<file path="src/rtl/alu_pkg.sv">
// Shared opcode map, FSM state encoding and helpers for the sequential ALU.
package alu_pkg;

    localparam logic [3:0] OpAdd  = 4'd0;
    localparam logic [3:0] OpSub  = 4'd1;
    localparam logic [3:0] OpMul  = 4'd2;
    localparam logic [3:0] OpDiv  = 4'd3;
    localparam logic [3:0] OpShlA = 4'd4;
    localparam logic [3:0] OpShrA = 4'd5;
    localparam logic [3:0] OpSqrA = 4'd6;
    localparam logic [3:0] OpSqrB = 4'd7;
    localparam logic [3:0] OpShlB = 4'd8;
    localparam logic [3:0] OpShrB = 4'd9;

    // Mode select for the iterative multiply/divide unit.
    localparam logic MdMul = 1'b0;
    localparam logic MdDiv = 1'b1;

    typedef enum logic [1:0] {
        StIdle,
        StCalc,
        StDone
    } state_e;

    // Ops that use the iterative unit; DIV by zero is short-circuited by the caller.
    function automatic logic is_multicycle(input logic [3:0] op);
        case (op)
            OpMul, OpDiv, OpSqrA, OpSqrB: return 1'b1;
            default:                      return 1'b0;
        endcase
    endfunction

endpackage

</file>
<file path="src/rtl/seq_muldiv_unit.sv">
// Iterative shift-add multiplier / restoring divider, one bit per cycle, sharing
// a single 2*WIDTH accumulator. hi/lo present the accumulator after the pending step.
module seq_muldiv_unit
    import alu_pkg::*;
#(
    parameter int unsigned WIDTH = 8
) (
    input  logic             clk,
    input  logic             rst_n,
    input  logic             go,
    input  logic             mode,
    input  logic [WIDTH-1:0] a,
    input  logic [WIDTH-1:0] b,
    output logic             fin,
    output logic [WIDTH-1:0] hi,
    output logic [WIDTH-1:0] lo
);

    localparam int unsigned CntW = $clog2(WIDTH) + 1;

    logic [2*WIDTH-1:0] acc_q, acc_step;
    logic [WIDTH-1:0]   opnd_q;
    logic               mode_q;
    logic               active_q;
    logic [CntW-1:0]    cnt_q;

    logic [WIDTH:0]     sum;
    logic [WIDTH:0]     trial;
    logic [WIDTH:0]     diff;

    always_comb begin
        sum   = {1'b0, acc_q[2*WIDTH-1:WIDTH]} + (acc_q[0] ? {1'b0, opnd_q} : '0);
        trial = {acc_q[2*WIDTH-1:WIDTH], acc_q[WIDTH-1]};
        diff  = trial - {1'b0, opnd_q};
        if (mode_q == MdDiv) begin
            // Restore by keeping the shifted remainder when the trial goes negative.
            if (!diff[WIDTH]) begin
                acc_step = {diff[WIDTH-1:0], acc_q[WIDTH-2:0], 1'b1};
            end else begin
                acc_step = {trial[WIDTH-1:0], acc_q[WIDTH-2:0], 1'b0};
            end
        end else begin
            acc_step = {sum, acc_q[WIDTH-1:1]};
        end
    end

    assign fin = active_q && (cnt_q == CntW'(WIDTH - 1));
    assign hi  = acc_step[2*WIDTH-1:WIDTH];
    assign lo  = acc_step[WIDTH-1:0];

    always_ff @(posedge clk or negedge rst_n) begin
        if (!rst_n) begin
            acc_q    <= '0;
            opnd_q   <= '0;
            mode_q   <= MdMul;
            active_q <= 1'b0;
            cnt_q    <= '0;
        end else if (go) begin
            // Low half holds the multiplier or the dividend; opnd holds the other operand.
            acc_q    <= {{WIDTH{1'b0}}, (mode == MdDiv) ? a : b};
            opnd_q   <= (mode == MdDiv) ? b : a;
            mode_q   <= mode;
            active_q <= 1'b1;
            cnt_q    <= '0;
        end else if (active_q) begin
            acc_q <= acc_step;
            cnt_q <= cnt_q + CntW'(1);
            if (fin) begin
                active_q <= 1'b0;
            end
        end
    end

endmodule

</file>
<file path="src/rtl/seq_alu.sv">
// Multi-cycle ALU: FSM with start/busy/done handshake, single-cycle datapath,
// status flags and registered outputs; MUL/DIV/SQR go through seq_muldiv_unit.
module seq_alu
    import alu_pkg::*;
#(
    parameter int unsigned WIDTH = 8
) (
    input  logic             clk,
    input  logic             rst_n,
    input  logic             start,
    input  logic [3:0]       op,
    input  logic [WIDTH-1:0] a,
    input  logic [WIDTH-1:0] b,
    output logic             busy,
    output logic             done,
    output logic [WIDTH-1:0] result,
    output logic [WIDTH-1:0] result_hi,
    output logic             carry,
    output logic             zero,
    output logic             div_zero,
    output logic             illegal_op
);

    state_e state_q, state_d;

    logic             accept, take, multi, go, fin;
    logic             unit_mode;
    logic [WIDTH-1:0] unit_a, unit_b, unit_hi, unit_lo;
    logic             is_div_q;

    logic [WIDTH-1:0] sc_res, sc_hi;
    logic             sc_carry, sc_dz, sc_ill;

    logic             cap;
    logic [WIDTH-1:0] res_q, res_d, hi_q, hi_d;
    logic             carry_q, carry_d, zero_q, zero_d, dz_q, dz_d, ill_q, ill_d;

    assign accept = (state_q != StCalc);
    assign take   = start && accept;
    assign multi  = is_multicycle(op) && !((op == OpDiv) && (b == '0));
    assign go     = take && multi;

    assign unit_mode = (op == OpDiv) ? MdDiv : MdMul;
    assign unit_a    = (op == OpSqrB) ? b : a;
    assign unit_b    = (op == OpSqrA) ? a : b;

    seq_muldiv_unit #(
        .WIDTH(WIDTH)
    ) u_muldiv (
        .clk  (clk),
        .rst_n(rst_n),
        .go   (go),
        .mode (unit_mode),
        .a    (unit_a),
        .b    (unit_b),
        .fin  (fin),
        .hi   (unit_hi),
        .lo   (unit_lo)
    );

    always_comb begin
        sc_res   = '0;
        sc_hi    = '0;
        sc_carry = 1'b0;
        sc_dz    = 1'b0;
        sc_ill   = 1'b0;
        case (op)
            OpAdd:  {sc_carry, sc_res} = {1'b0, a} + {1'b0, b};
            OpSub: begin
                sc_res   = a - b;
                sc_carry = (a < b);
            end
            OpShlA: {sc_carry, sc_res} = {a, 1'b0};
            OpShlB: {sc_carry, sc_res} = {b, 1'b0};
            OpShrA: {sc_res, sc_carry} = {1'b0, a};
            OpShrB: {sc_res, sc_carry} = {1'b0, b};
            OpDiv: begin
                // Only reaches the output path when b == 0.
                sc_dz  = 1'b1;
                sc_res = '1;
                sc_hi  = a;
            end
            OpMul, OpSqrA, OpSqrB: ;
            default: sc_ill = 1'b1;
        endcase
    end

    always_comb begin
        state_d = state_q;
        case (state_q)
            StCalc:  state_d = fin ? StDone : StCalc;
            default: begin
                if (take) begin
                    state_d = multi ? StCalc : StDone;
                end else begin
                    state_d = StIdle;
                end
            end
        endcase
    end

    always_comb begin
        cap     = 1'b0;
        res_d   = res_q;
        hi_d    = hi_q;
        carry_d = carry_q;
        dz_d    = dz_q;
        ill_d   = ill_q;
        if (take && !multi) begin
            cap     = 1'b1;
            res_d   = sc_res;
            hi_d    = sc_hi;
            carry_d = sc_carry;
            dz_d    = sc_dz;
            ill_d   = sc_ill;
        end else if ((state_q == StCalc) && fin) begin
            cap     = 1'b1;
            res_d   = unit_lo;
            hi_d    = unit_hi;
            carry_d = is_div_q ? 1'b0 : |unit_hi;
            dz_d    = 1'b0;
            ill_d   = 1'b0;
        end
        zero_d = cap ? ({hi_d, res_d} == '0) : zero_q;
    end

    always_ff @(posedge clk or negedge rst_n) begin
        if (!rst_n) begin
            state_q  <= StIdle;
            is_div_q <= 1'b0;
            res_q    <= '0;
            hi_q     <= '0;
            carry_q  <= 1'b0;
            zero_q   <= 1'b0;
            dz_q     <= 1'b0;
            ill_q    <= 1'b0;
        end else begin
            state_q <= state_d;
            if (go) begin
                is_div_q <= (op == OpDiv);
            end
            res_q   <= res_d;
            hi_q    <= hi_d;
            carry_q <= carry_d;
            zero_q  <= zero_d;
            dz_q    <= dz_d;
            ill_q   <= ill_d;
        end
    end

    assign busy       = (state_q == StCalc);
    assign done       = (state_q == StDone);
    assign result     = res_q;
    assign result_hi  = hi_q;
    assign carry      = carry_q;
    assign zero       = zero_q;
    assign div_zero   = dz_q;
    assign illegal_op = ill_q;

endmodule

</file>
<file path="config.mk">
export PLATFORM = sky130hd
export DESIGN_NAME = seq_alu
export DESIGN_NICKNAME = d
export VERILOG_FILES = /design/src/rtl/alu_pkg.sv /design/src/rtl/seq_muldiv_unit.sv /design/src/rtl/seq_alu.sv
export SDC_FILE = /design/constraint.sdc
export NUM_CORES = 1
export LEC_CHECK = 0
export CAP_MARGIN = 5
export CORE_MARGIN = 3
export CORE_UTILIZATION = 59
export DETAILED_ROUTE_END_ITERATION = 16
export PLACE_DENSITY = 0.82
export RECOVER_POWER = 100
export SYNTH_ARGS = -nofsm -noshare
export SYNTH_HDL_FRONTEND = slang
export SYNTH_SLANG_ARGS = --single-unit
</file>
<file path="constraint.sdc">
create_clock -name clk -period 4.9 [get_ports clk]
set_clock_uncertainty 0.1 [all_clocks]
set_input_delay 0.49 -clock clk [delete_from_list [all_inputs] [get_ports clk]]
set_output_delay 0.49 -clock clk [all_outputs]
set_load 0.05 [all_outputs]
</file>
==> results of run 1 <==
[worst reg2reg max path, stage by stage (launching register included)]
cell and delay (ps):
dfrtp_1 440, inv_1 80, ha_1 190, inv_1 70, fa_1 460, a211oi_1 570
nor4_1 180, a211oi_4 630, mux2_1 390, mux2i_1 290, o21ai_0 170, or4b_1 550
o21ai_1 130
[final timing paths]
kind / start / endpoint / slack, ps / depth (start not counted)
setup / recovery: u_muldiv.acc_q[7] / zero / 590 / 12
hold / removal: result[1] / result[1] / 410 / 2
setup reg to reg: u_muldiv.acc_q[7] / zero / 590 / 12
hold reg to reg: result[1] / result[1] / 410 / 2
max in group asynchronous: rst_n / result[4] / 2070 / 2
min in group asynchronous: rst_n / u_muldiv.acc_q[9] / 1050 / 2
[power by group through the flow]
| stage | Clock, W | Combinational [W] | Sequential, W |
|---|---|---|---|
| 6_report | 0.000264 | 0.00165 | 0.000720 |
| 5_1_grt | 0.000284 | 0.00180 | 0.000733 |
| 4_1_cts | 0.000262 | 0.00166 | 0.000717 |
| 3_5_place_dp | 0 | 0.00164 | 0.000725 |
| 3_3_place_gp | 0 | 0.00159 | 0.000718 |
| 2_1_floorplan | 0 | 0.00117 | 0.000746 |
[final cells by class]
type                            instances  area, µm²  share of cell area (%)
Sequential cell                        52       1300                    24.2
Clock buffer                            5       68.8                    1.28
Multi-Input combinational cell        466       3240                    60.2
Tap cell                              102        128                    2.37
Timing Repair Buffer                   50        473                    8.80
Clock inverter                          3       27.5                   0.512
Inverter                               38        143                    2.65
[kinds of logic (layout without fill, tap and decap cells)]
logic type	count (synthesis)	count (layout)	synth area share, %
xor gates and xnor gates	14	14	2.55
AOI/OAI and AO/OA	193	193	27.0
adders and majority gates	38	38	10.5
buffers and inverters	67	96	5.53
and+or+nand+nor	185	185	19.6
muxes	36	36	7.85
DFF	52	52	27.0
[registers in the layout, summed over array words and instances (netlist names)]
signal,count
carry,1
div_zero,1
illegal_op,1
is_div_q,1
result,8
result_hi,8
state_q,2
u_muldiv.acc_q,16
u_muldiv.active_q,1
u_muldiv.cnt_q,4
u_muldiv.opnd_q,8
zero,1
[layer usage]
layer	vias up	share of wire, %	global-route usage (%)
met5	-	0	0
met4	0	4.5	14.1
met3	61	8.8	5.71
met2	313	45	54.2
met1	2282	42	45.0
li1	2213	-	-
[metrics by stage]
stage               hold slack (ps)  power (W)  cell area, µm²  std cells
floorplan                      94.4    0.00191            4820        585
global placement                367    0.00231            5300        708
detailed placement              385    0.00236            5300        708
CTS                             215    0.00263            5400        716
global route                    441    0.00282            5380        716
finish                          414    0.00263            5380        716
[cell usage in the layout, fill, tap and decap left out, drive strengths merged, types with 11 or more instances in the layout]
| master | count |
|---|---|
| nand2b | 15 |
| ha | 34 |
| a211oi | 14 |
| nor2 | 43 |
| nand2 | 51 |
| nor2b | 13 |
| o21ai | 49 |
| mux2i | 28 |
| a21oi | 40 |
| inv | 39 |
| a22oi | 14 |
| clkdlybuf4s50 | 19 |
| nand3 | 11 |
| dfrtp | 52 |
| dlygate4sd3 | 24 |
[cell usage after synthesis, drive strengths merged (8+ instances only)]
master	instances
dfrtp	52
nand2	51
o21ai	49
nor2	43
a21oi	40
inv	38
ha	34
mux2i	28
clkbuf	17
nand2b	15
a211oi	14
a22oi	14
nor2b	13
buf	12
nand3	11
o211ai	10
and2	9
nor4	9
xnor2	9
mux2	8
==> impl_metrics.json, run 1 <==
{
  "setup_viol": 0,
  "synth_edf_count": 0,
  "power.density_mw_per_mm2": 490,
  "path_clk_slew_ps": 110,
  "finalHoldViolCount": 0,
  "critPathMaxStageDelay_ps": 630,
  "n_fill_cell": 665,
  "power_switching_w": 0.00132,
  "fp.dieW_um": 96.3,
  "violations": "capacitance limit, slew limit",
  "io_buffers": 44,
  "postCtsHoldBufs": 0,
  "drtIter0Drc": 518,
  "globalRouteOverflowTotal": 0,
  "layout.nets": 674,
  "crit_path_end_kind": "flip-flop",
  "syn_nets": 646,
  "areaGrowthSynthToFinish_pct": 11.6,
  "dp_slack_ps": 991,
  "core_area_mm2": 0.00781,
  "grt_pass1_wl_um": 23900,
  "synth_seq_cells": 52,
  "setup_ws_ps": 595,
  "grt_max_degree": 53,
  "post-dp-hpwl_um": 11500,
  "worstSetupPathType": "flip-flop to flip-flop",
  "ys_seq_area_share_pct": 27.0,
  "initial_core_util_pct": 61.7,
  "drc": 0,
  "die_h_um": 96.3,
  "tns_ps": 0,
  "status": "finished, violations left",
  "postSynth.asyncResetShare_pct": 100,
  "drive_above_1_share_pct": 5.05,
  "synth_area_leaders": "dfrtp_1 (27%), ha_1 (8.8%), mux2i_1 (5.6%)",
  "rsz0062_at_grt": "false",
  "cts_tree": "done",
  "cpMostUsedCell": "inv_1",
  "post-route-util_pct": 68.9,
  "max-vdd-ir-drop_mv": 0.295,
  "cp-start-kind": "flip-flop",
  "fmaxAchievable_ghz": 0.232,
  "p_comb_share_pct": 62.6,
  "routabilityCongestion": 0.946,
  "wire_per_inst_um": 21.4,
  "path_buf_inv": 2,
  "netlist_area_mm2": 0.00482,
  "grt_pass1_vias": 4552,
  "worstPathRequired_ps": 5040,
  "slew-limit-headroom_pct": -85.8,
  "ys.flop_type": "dfrtp_1",
  "pwr-share-seq_pct": 27.3,
  "tightest_slew_ps": 2790,
  "grtUsageTotal_pct": 33.8,
  "finalCritPeriodShare_pct": 87.9,
  "p_int_w": 0.00132,
  "vias": 4869,
  "drv_slew": 53,
  "antenna_cells": 0,
  "drtPass1Iterations": 5,
  "min_path_type": "flip-flop to flip-flop",
  "p_sw_share_pct": 49.9,
  "critPathTopFamily": "compound AO/OA/AOI/OAI gates",
  "syn_avg_cell_area_um2": 8.23,
  "arrival_ps": 4450,
  "ios": 45,
  "yosysUniqueCellTypes": 75,
  "antenna_found_initial": 0,
  "post_cts_buffers": 0,
  "std_cell_rows": 32,
  "cts-resized-gates": 0,
  "worstPathMaxFanout": 14,
  "ant_nets": 0,
  "clock_path_buffers": 2,
  "cap_viol_max_count": 1,
  "postSynthCellCount": 585,
  "die-area_mm2": 0.00928,
  "routed_wl_um": 15300,
  "yosysWarnings": 0,
  "insertion_delay_ps": 320,
  "slowest_stage": "a211oi_4",
  "fin_crit_ps": 4310,
  "clock-sinks": 52,
  "synth_top_area_share_pct": 27.0,
  "p_leak_nw": 2.41,
  "cp_cell_sequence": "inv_1 > ha_1 > inv_1 > fa_1 > a211oi_1 > nor4_1 > a211oi_4 > mux2_1 > mux2i_1 > o21ai_0 > or4b_1 > o21ai_1",
  "htreeDepth": 2,
  "root_buffer": "clkbuf_8",
  "numCtsBuffers": 5,
  "yosysTopAreaCell": "dfrtp_1",
  "via_per_inst": 6.80,
  "clkPwrFrac_pct": 10.0
}
Note: power is estimated with default switching activity, not from simulation.
==> run 2, diff against run 1 <==
--- a/config.mk
+++ b/config.mk
@@ -9,7 +9,7 @@
 export CORE_MARGIN = 3
 export CORE_UTILIZATION = 59
 export DETAILED_ROUTE_END_ITERATION = 16
-export PLACE_DENSITY = 0.82
+export PLACE_DENSITY_LB_ADDON = 0.1
 export RECOVER_POWER = 100
 export SYNTH_ARGS = -nofsm -noshare
 export SYNTH_HDL_FRONTEND = slang
==> run 2 against run 1 <==
The run still ends with capacitance limit, slew limit left. Sequential share of layout area is 0.084 points lower. Setup slack worse by 120 ps. Clock power is 3% higher. Core utilization is 0.24 points higher. Total power is 0.12% lower. Die area stayed put. Sequential power is 0.7% lower. Combinational power hardly changed. Highest routed layer unchanged.
==> impl_metrics.json, run 2 (same netlist as run 1, synthesis figures left out) <==
{
  "status": "finished, violations left",
  "violations": "capacitance limit, slew limit",
  "reg2regPathDepth": 12,
  "tightest_slew_ps": 2880,
  "drv_slew": 53,
  "arrival_ps": 4570,
  "tns_ps": 0,
  "final_common_cell": "dfrtp_1",
  "r2r-start": "u_muldiv.acc_q[7]",
  "htreeDepth": 2,
  "io_buffers": 44,
  "drive_above_1_share_pct": 5.52,
  "die_h_um": 96.3,
  "min_from": "result[1]",
  "design_area_mm2": 0.00540,
  "cp-start-kind": "flip-flop",
  "antenna_found_initial": 0,
  "place_inst": 710,
  "worstPathRequired_ps": 5040,
  "cap_viol_max_count": 1,
  "wire_per_inst_um": 20.6,
  "worstPathMaxFanout": 14,
  "ant_nets": 0,
  "drtIter0Drc": 352,
  "worstSetupPathType": "flip-flop to flip-flop",
  "clock-sinks": 52,
  "hold-path-cell-count": 2,
  "p_sw_share_pct": 49.5,
  "layout.nets": 676,
  "via_per_inst": 6.67,
  "worstHoldEndpoint": "result[1]",
  "drtPass1Iterations": 5,
  "grt_max_degree": 53,
  "std_cell_rows": 32,
  "top_register": "u_muldiv.acc_q",
  "setup_viol": 0,
  "cts_tree": "done",
  "ios": 45,
  "final_cells": 718,
  "fin_crit_ps": 4430,
  "design_power_total_w": 0.00263,
  "dpl-instance-area_mm2": 0.00532,
  "fmaxAchievable_ghz": 0.226,
  "postCtsHoldBufs": 0,
  "min_path_type": "flip-flop to flip-flop",
  "grt_pass1_wl_um": 23400,
  "globalRouteOverflowTotal": 0,
  "grtUsageTotal_pct": 32.8,
  "clkPwrFrac_pct": 10.3,
  "p_int_w": 0.00133,
  "timing.rr.end": "zero",
  "slew-limit-headroom_pct": -92.3,
  "areaGrowthSynthToFinish_pct": 12.0,
  "finalCritPeriodShare_pct": 90.3,
  "finalHoldViolCount": 0,
  "insertion_delay_ps": 310,
  "cts-resized-gates": 0,
  "numCtsBuffers": 5,
  "fp.dieW_um": 96.3,
  "antenna_cells": 0,
  "n_fill_cell": 641,
  "routed_wl_um": 14800,
  "die-area_mm2": 0.00928,
  "crit_path_end_kind": "flip-flop",
  "clock_path_buffers": 2,
  "routabilityCongestion": 0.984,
  "post-dp-hpwl_um": 11400,
  "core_area_mm2": 0.00781,
  "post_cts_buffers": 0,
  "initial_core_util_pct": 61.7,
  "path_clk_slew_ps": 110,
  "p_leak_nw": 2.43,
  "pwr-share-seq_pct": 27.2,
  "rsz0062_at_grt": "false",
  "layout_common_cells": "dfrtp_1 (52), nand2_1 (51), o21ai_0 (46)",
  "max-vdd-ir-drop_mv": 0.196,
  "grt_pass1_vias": 4600,
  "root_buffer": "clkbuf_8",
  "vias": 4787,
  "power.density_mw_per_mm2": 487,
  "p_comb_share_pct": 62.5,
  "power_switching_w": 0.00130,
  "drc": 0,
  "reg2reg_slack_ps": 470,
  "largest_reg_flops": 16
}
==> run 2: cell types whose count changed in the layout (fill, tap and decap cells not counted), sizes merged <==
cell           change
buf                +2
clkdlybuf4s50      -1
dlygate4sd3        +1
==> run 2: layer usage <==
layer	GRT usage, %	vias to the layer above	routed length [µm]
met4	18.0	0	794
met2	51.6	266	6710
met5	0	-	0
met1	43.1	2251	6050
met3	4.85	55	1240
li1	-	2215	-
==> run 2: metrics by stage <==
step	utilization, %	hold slack [ps]	setup slack, ps
2_1_floorplan	-	94.4	1730
3_3_place_gp	68.1	366	918
3_5_place_dp	68.1	370	867
4_1_cts	69.3	219	838
5_1_grt	69.1	440	337
6_report	69.1	396	474
==> run 2: how the worst max path moves through the flow <==
stage / from / endpoint / slack, ps / depth (start not counted)
CTS: u_muldiv.acc_q[7] / zero / 840 / 12
finish: u_muldiv.acc_q[7] / zero / 470 / 12
detailed placement: u_muldiv.acc_q[7] / zero / 870 / 12
global placement: u_muldiv.acc_q[7] / zero / 920 / 12
floorplan: u_muldiv.acc_q[7] / zero / 1730 / 12
global route: u_muldiv.acc_q[7] / zero / 340 / 12
==> run 2: critical path, stage by stage (launching register included) <==
cell and delay [ps]:
dfrtp_1 460, inv_1 80, ha_1 190, inv_1 80
fa_1 480, a211oi_1 540, nor4_1 170, a211oi_4 650
mux2_4 360, mux2i_1 370, o21ai_1 150, or4b_1 570
o21ai_1 150
==> run 2: power groups by stage <==
stage          clock network [W]  registers (W)  logic (W)
2_1_floorplan                  0       0.000746    0.00117
3_3_place_gp                   0       0.000712    0.00161
3_5_place_dp                   0       0.000719    0.00164
4_1_cts                 0.000271       0.000709    0.00165
5_1_grt                 0.000285       0.000730    0.00178
6_report                0.000271       0.000715    0.00164
==> run 2: area by class of cell <==
class                   instances  area (µm²)  share of cell area, %
clock buffers                   5        68.8                   1.28
clock inverters                 3        27.5                  0.510
inverters                      38         143                   2.64
multi-input cells             466        3240                   60.0
flip-flops and latches         52        1300                   24.1
well taps                     102         128                   2.37
repair buffers                 52         488                   9.04
==> run 3, diff against run 2 <==
--- a/config.mk
+++ b/config.mk
@@ -8,6 +8,7 @@
 export CAP_MARGIN = 5
 export CORE_MARGIN = 3
 export CORE_UTILIZATION = 59
+export CTS_CLUSTER_SIZE = 12
 export DETAILED_ROUTE_END_ITERATION = 16
 export PLACE_DENSITY_LB_ADDON = 0.1
 export RECOVER_POWER = 100
==> results of run 3 <==
Same layout as run 2: the final DEF is identical, and so are final timing and power.
